===== src/rtl/keypad_key_encoder.sv =====
// Turns debounced keypad presses into 4-bit key codes and queues them in a
// fall-through FIFO that the consumer drains through a valid/ready handshake.
module keypad_key_encoder #(
    parameter int unsigned DEPTH = 4,
    parameter int unsigned ERRW  = 8
) (
    input  logic            clk,
    input  logic            n_reset,
    input  logic            db_in,
    input  logic [3:0]      col_in,
    input  logic [3:0]      row_in,
    input  logic            key_ready,
    input  logic            clr_ovf,
    output logic            key_valid,
    output logic [3:0]      key_code,
    output logic            key_held,
    output logic            err_pulse,
    output logic [ERRW-1:0] err_count,
    output logic            overflow
);

    localparam int unsigned AW = (DEPTH > 1) ? $clog2(DEPTH) : 1;

    logic [3:0]    mem [DEPTH];
    logic [AW-1:0] wr_ptr;
    logic [AW-1:0] rd_ptr;
    logic [AW:0]   count;

    logic          db_prev;
    logic          press;
    logic          shape_ok;
    logic [1:0]    row_idx;
    logic [1:0]    col_idx;
    logic [3:0]    new_code;
    logic          valid_ev;
    logic          invalid_ev;
    logic          full;
    logic          pop;
    logic          push;
    logic          drop;

    function automatic logic is_onehot4(input logic [3:0] v);
        return (v != 4'b0000) && ((v & (v - 4'd1)) == 4'b0000);
    endfunction

    always_comb begin
        row_idx = '0;
        col_idx = '0;
        for (int unsigned i = 0; i < 4; i++) begin
            if (row_in[i]) row_idx = 2'(i);
            if (col_in[i]) col_idx = 2'(i);
        end
    end

    assign press      = db_in & ~db_prev;
    assign shape_ok   = is_onehot4(row_in) & is_onehot4(col_in);
    assign new_code   = {row_idx, col_idx};
    assign valid_ev   = press & shape_ok;
    assign invalid_ev = press & ~shape_ok;

    assign full      = (count == (AW + 1)'(DEPTH));
    assign key_valid = (count != '0);
    assign key_code  = key_valid ? mem[rd_ptr] : 4'd0;
    assign pop       = key_valid & key_ready;
    // A pop in the same cycle frees the slot, so a full FIFO can still accept.
    assign push      = valid_ev & (~full | pop);
    assign drop      = valid_ev & full & ~pop;

    // db_prev resets high so a key still held at reset release is not an event.
    always_ff @(posedge clk or negedge n_reset) begin
        if (!n_reset) begin
            db_prev   <= 1'b1;
            key_held  <= 1'b0;
            err_pulse <= 1'b0;
            err_count <= '0;
            overflow  <= 1'b0;
        end else begin
            db_prev   <= db_in;
            key_held  <= db_in;
            err_pulse <= invalid_ev;
            if (invalid_ev && (err_count != '1))
                err_count <= err_count + 1'b1;
            if (drop)
                overflow <= 1'b1;
            else if (clr_ovf)
                overflow <= 1'b0;
        end
    end

    always_ff @(posedge clk or negedge n_reset) begin
        if (!n_reset) begin
            wr_ptr <= '0;
            rd_ptr <= '0;
            count  <= '0;
        end else begin
            if (push) wr_ptr <= wr_ptr + 1'b1;
            if (pop)  rd_ptr <= rd_ptr + 1'b1;
            case ({push, pop})
                2'b10:   count <= count + 1'b1;
                2'b01:   count <= count - 1'b1;
                default: count <= count;
            endcase
        end
    end

    always_ff @(posedge clk) begin
        if (push) mem[wr_ptr] <= new_code;
    end

endmodule

===== config.mk =====
export PLATFORM = sky130hd
export DESIGN_NAME = keypad_key_encoder
export DESIGN_NICKNAME = d
export VERILOG_FILES = /design/src/rtl/keypad_key_encoder.sv
export SDC_FILE = /design/constraint.sdc
export NUM_CORES = 1
export LEC_CHECK = 0
export CAP_MARGIN = 25
export CORE_UTILIZATION = 43
export CTS_CLUSTER_SIZE = 16
export DETAILED_ROUTE_END_ITERATION = 12
export GPL_TIMING_DRIVEN = 0
export MAX_ROUTING_LAYER = met4
export PLACE_DENSITY = 0.7
export SYNTH_ARGS = -nofsm -noshare
export SYNTH_HDL_FRONTEND = slang
export SYNTH_SLANG_ARGS = --single-unit

===== constraint.sdc =====
create_clock -name clk -period 5.5 [get_ports clk]
set_clock_uncertainty 0.15 [all_clocks]
set_input_delay 0.55 -clock clk [delete_from_list [all_inputs] [get_ports clk]]
set_output_delay 0.55 -clock clk [all_outputs]
set_load 0.02 [all_outputs]

==> run metrics <==
outcome completed; relative slew slack 43.1%; clock root buffer clkbuf_8; via count between 1000 and 1500; first-pass GRT wire length 5.22 mm; final WL 3.07 mm; critical path peak fanout 10; YS warnings 0; EDFF count, synth 16; Via density 5.11; fmax between 0.3 and 0.4 GHz; syn_nets 154; PwrDens 468 nW/um^2; Ports 29; CP Launch Type input pin; placed cells 210; dpl hpwl 2.36 mm; postcts setup bufs 0; Die ar. 4320 um^2; overflow left after global routing 0; number of global-route vias before repair ~1100; initial DRC count 67; Residual DRC 0; TritonCTS clock tree done; ys async rst share about 54%; worst-skew pair later-pin latency 280 ps; Final Setup Violations 0; post-route cell area about 2200 um^2; die height about 66 um; area share of the largest cell type after synthesis 27.5%; largest net degree at the start of global routing 20; count of cell types in the netlist 41; Wirelength per Cell 14.1 um; Clock Path Buffers 2; register bit total from synthesis 35; Max IR drop VDD around 0.00022 V; setup_tns 0 ps; Total GRT Usage about 17%; RSZ-0062 raised after global routing false; Initial Util 46.4%; Final Non-Filler Cells 218; synthesized instance count between 100 and 150; Num CTS Buffers 5; Post-Syn Area about 1700 um^2; H-tree Lvls 2; Rows 22; Seq/Total Area, Yosys a little over half; die width 65.8 um; NumNets Final 188; ant diodes 0; post-route antenna net violation count 0; gpl congestion 0.765; P_leak 0.885 nW; final hold violation count 0; final-report max-slew violation count 0; Layout Area Growth over Synthesis 26.7%; Data arrival, critical path between 3000 and 4000 ps; Synth area leaders edfxtp_1 (27%), dfrtp_1 (26%), mux4_2 (5.2%); drt pass-1 iters 4; Crit Path Category in2reg; # resized after CTS 0; Worst-Margin Slew 851 ps; R2R Setup Slk between 2000 and 3000 ps; Port Buffers 27; Placed Area 2080 um^2; required time of the worst setup path 5510 ps; area leader, netlist edfxtp_1; Reg clk slew, reported paths 70 ps; Worst Hold Class reg2reg; ys flop type dfrtp_1; Syn Area/Cell 12.9 um^2; total power 1.04 mW; antenna violations before repair 0; clk sinks 35; CP Capture Type flop; fin crit share 57.4%; max-cap violations 0; final worst path period need 3160 ps; area of the core 3770 um^2; share of post-route cells with drive strength above 1 12.9%; hold buffers post-CTS 0; Final Util between 50% and 60%
metal layers:
| metal | vias to the layer above | wire length (um) | global-route usage, % |
|---|---|---|---|
| met5 | - | 0 | - |
| met4 | 0 | 36 | 8.15 |
| met3 | 4 | 140 | 4.17 |
| met2 | 27 | 1470 | 26.8 |
| met1 | 523 | 1420 | 20.9 |
| li1 | 560 | - | - |
cells by family (layout without fill, tap and decap cells):
family	count (synthesis)	after routing	share of synthesized area (%)
compound gates	16	16	7.44
xor+xnor	11	11	5.51
fa+ha+maj	6	6	4.72
buf+inv	12	47	3.01
flops	35	35	54.8
mux	8	8	7.66
simple gates	47	47	16.9
power by group:
part	switching [mW]	internal [mW]
Sequential	0.0577	0.322
Clock	0.0946	0.181
Combinational	0.187	0.194
cell usage after synthesis (2+ instances only):
cell type	instances
dfrtp_1	18
edfxtp_1	16
inv_1	8
nand2_1	8
nor2_1	7
and2_1	6
and3_1	6
xor2_1	6
ha_1	5
nand3_1	5
xnor2_1	5
mux4_2	4
clkbuf_1	3
mux2_1	3
a21o_1	2
a22oi_1	2
nand4_1	2
o211ai_1	2
o21ai_0	2
o22ai_1	2
or2_2	2
or4_4	2
worst max-delay path, stage by stage:
cell and delay [ps]:
clkdlybuf4s50_1 460, or4_4 560, nand4_4 170, nor2_1 110
buf_6 160, nor2_1 130, fa_1 240, inv_1 70
or4_1 500, o211ai_1 120, nand3_1 100
cells in the final DEF (no fill, tap or decap), types with 3 or more instances in the layout:
cell             Yosys  routed
and3_1               6       6
nand3_1              5       5
xor2_1               6       6
mux2_1               3       3
clkbuf_8             0       5
ha_1                 5       5
mux4_2               4       4
xnor2_1              5       5
nand2_1              8       8
nor2_1               7       7
edfxtp_1            16      16
clkdlybuf4s50_1      0      27
and2_1               6       6
inv_1                8       8
dfrtp_1             18      18
clkbuf_1             3       3
stage by stage:
step	hold WS (ps)	worst slack, ps
4_1_cts	370	2340
3_3_place_gp	338	2170
3_5_place_dp	362	2060
2_1_floorplan	104	2750
5_1_grt	404	2240
6_report	367	2340
final cells by class:
type / count / area [um^2]
Multi-Input combinational cell: 88 / 738
Clock buffer: 5 / 68.8
Buffer: 4 / 22.5
Inverter: 8 / 30.0
Fill cell: 292 / 1560
Tap cell: 48 / 60.1
Clock inverter: 3 / 67.6
Timing Repair Buffer: 27 / 270
Sequential cell: 35 / 957
state kept, by name, summed over array words and instances, names as in the netlist:
register / cells
err_pulse: 1
wr_ptr: 2
mem: 16
err_count: 8
overflow: 1
key_held: 1
db_prev: 1
rd_ptr: 2
count: 3
path summary, 6_finish.rpt:
kind	from	end	depth (start not counted)
min reg2reg	err_count[7]$_DFFE_PN0P_	err_count[7]$_DFFE_PN0P_	1
max in group asynchronous	n_reset	err_count[1]$_DFFE_PN0P_	1
max reg2reg	db_prev$_DFF_PN1_	count[1]$_DFFE_PN0P_	9
min	err_count[7]$_DFFE_PN0P_	err_count[7]$_DFFE_PN0P_	1
max	row_in[1]	count[2]$_DFFE_PN0P_	11
min in group asynchronous	n_reset	rd_ptr[0]$_DFFE_PN0P_	1
No activity file was read; power rests on OpenSTA's default activity.
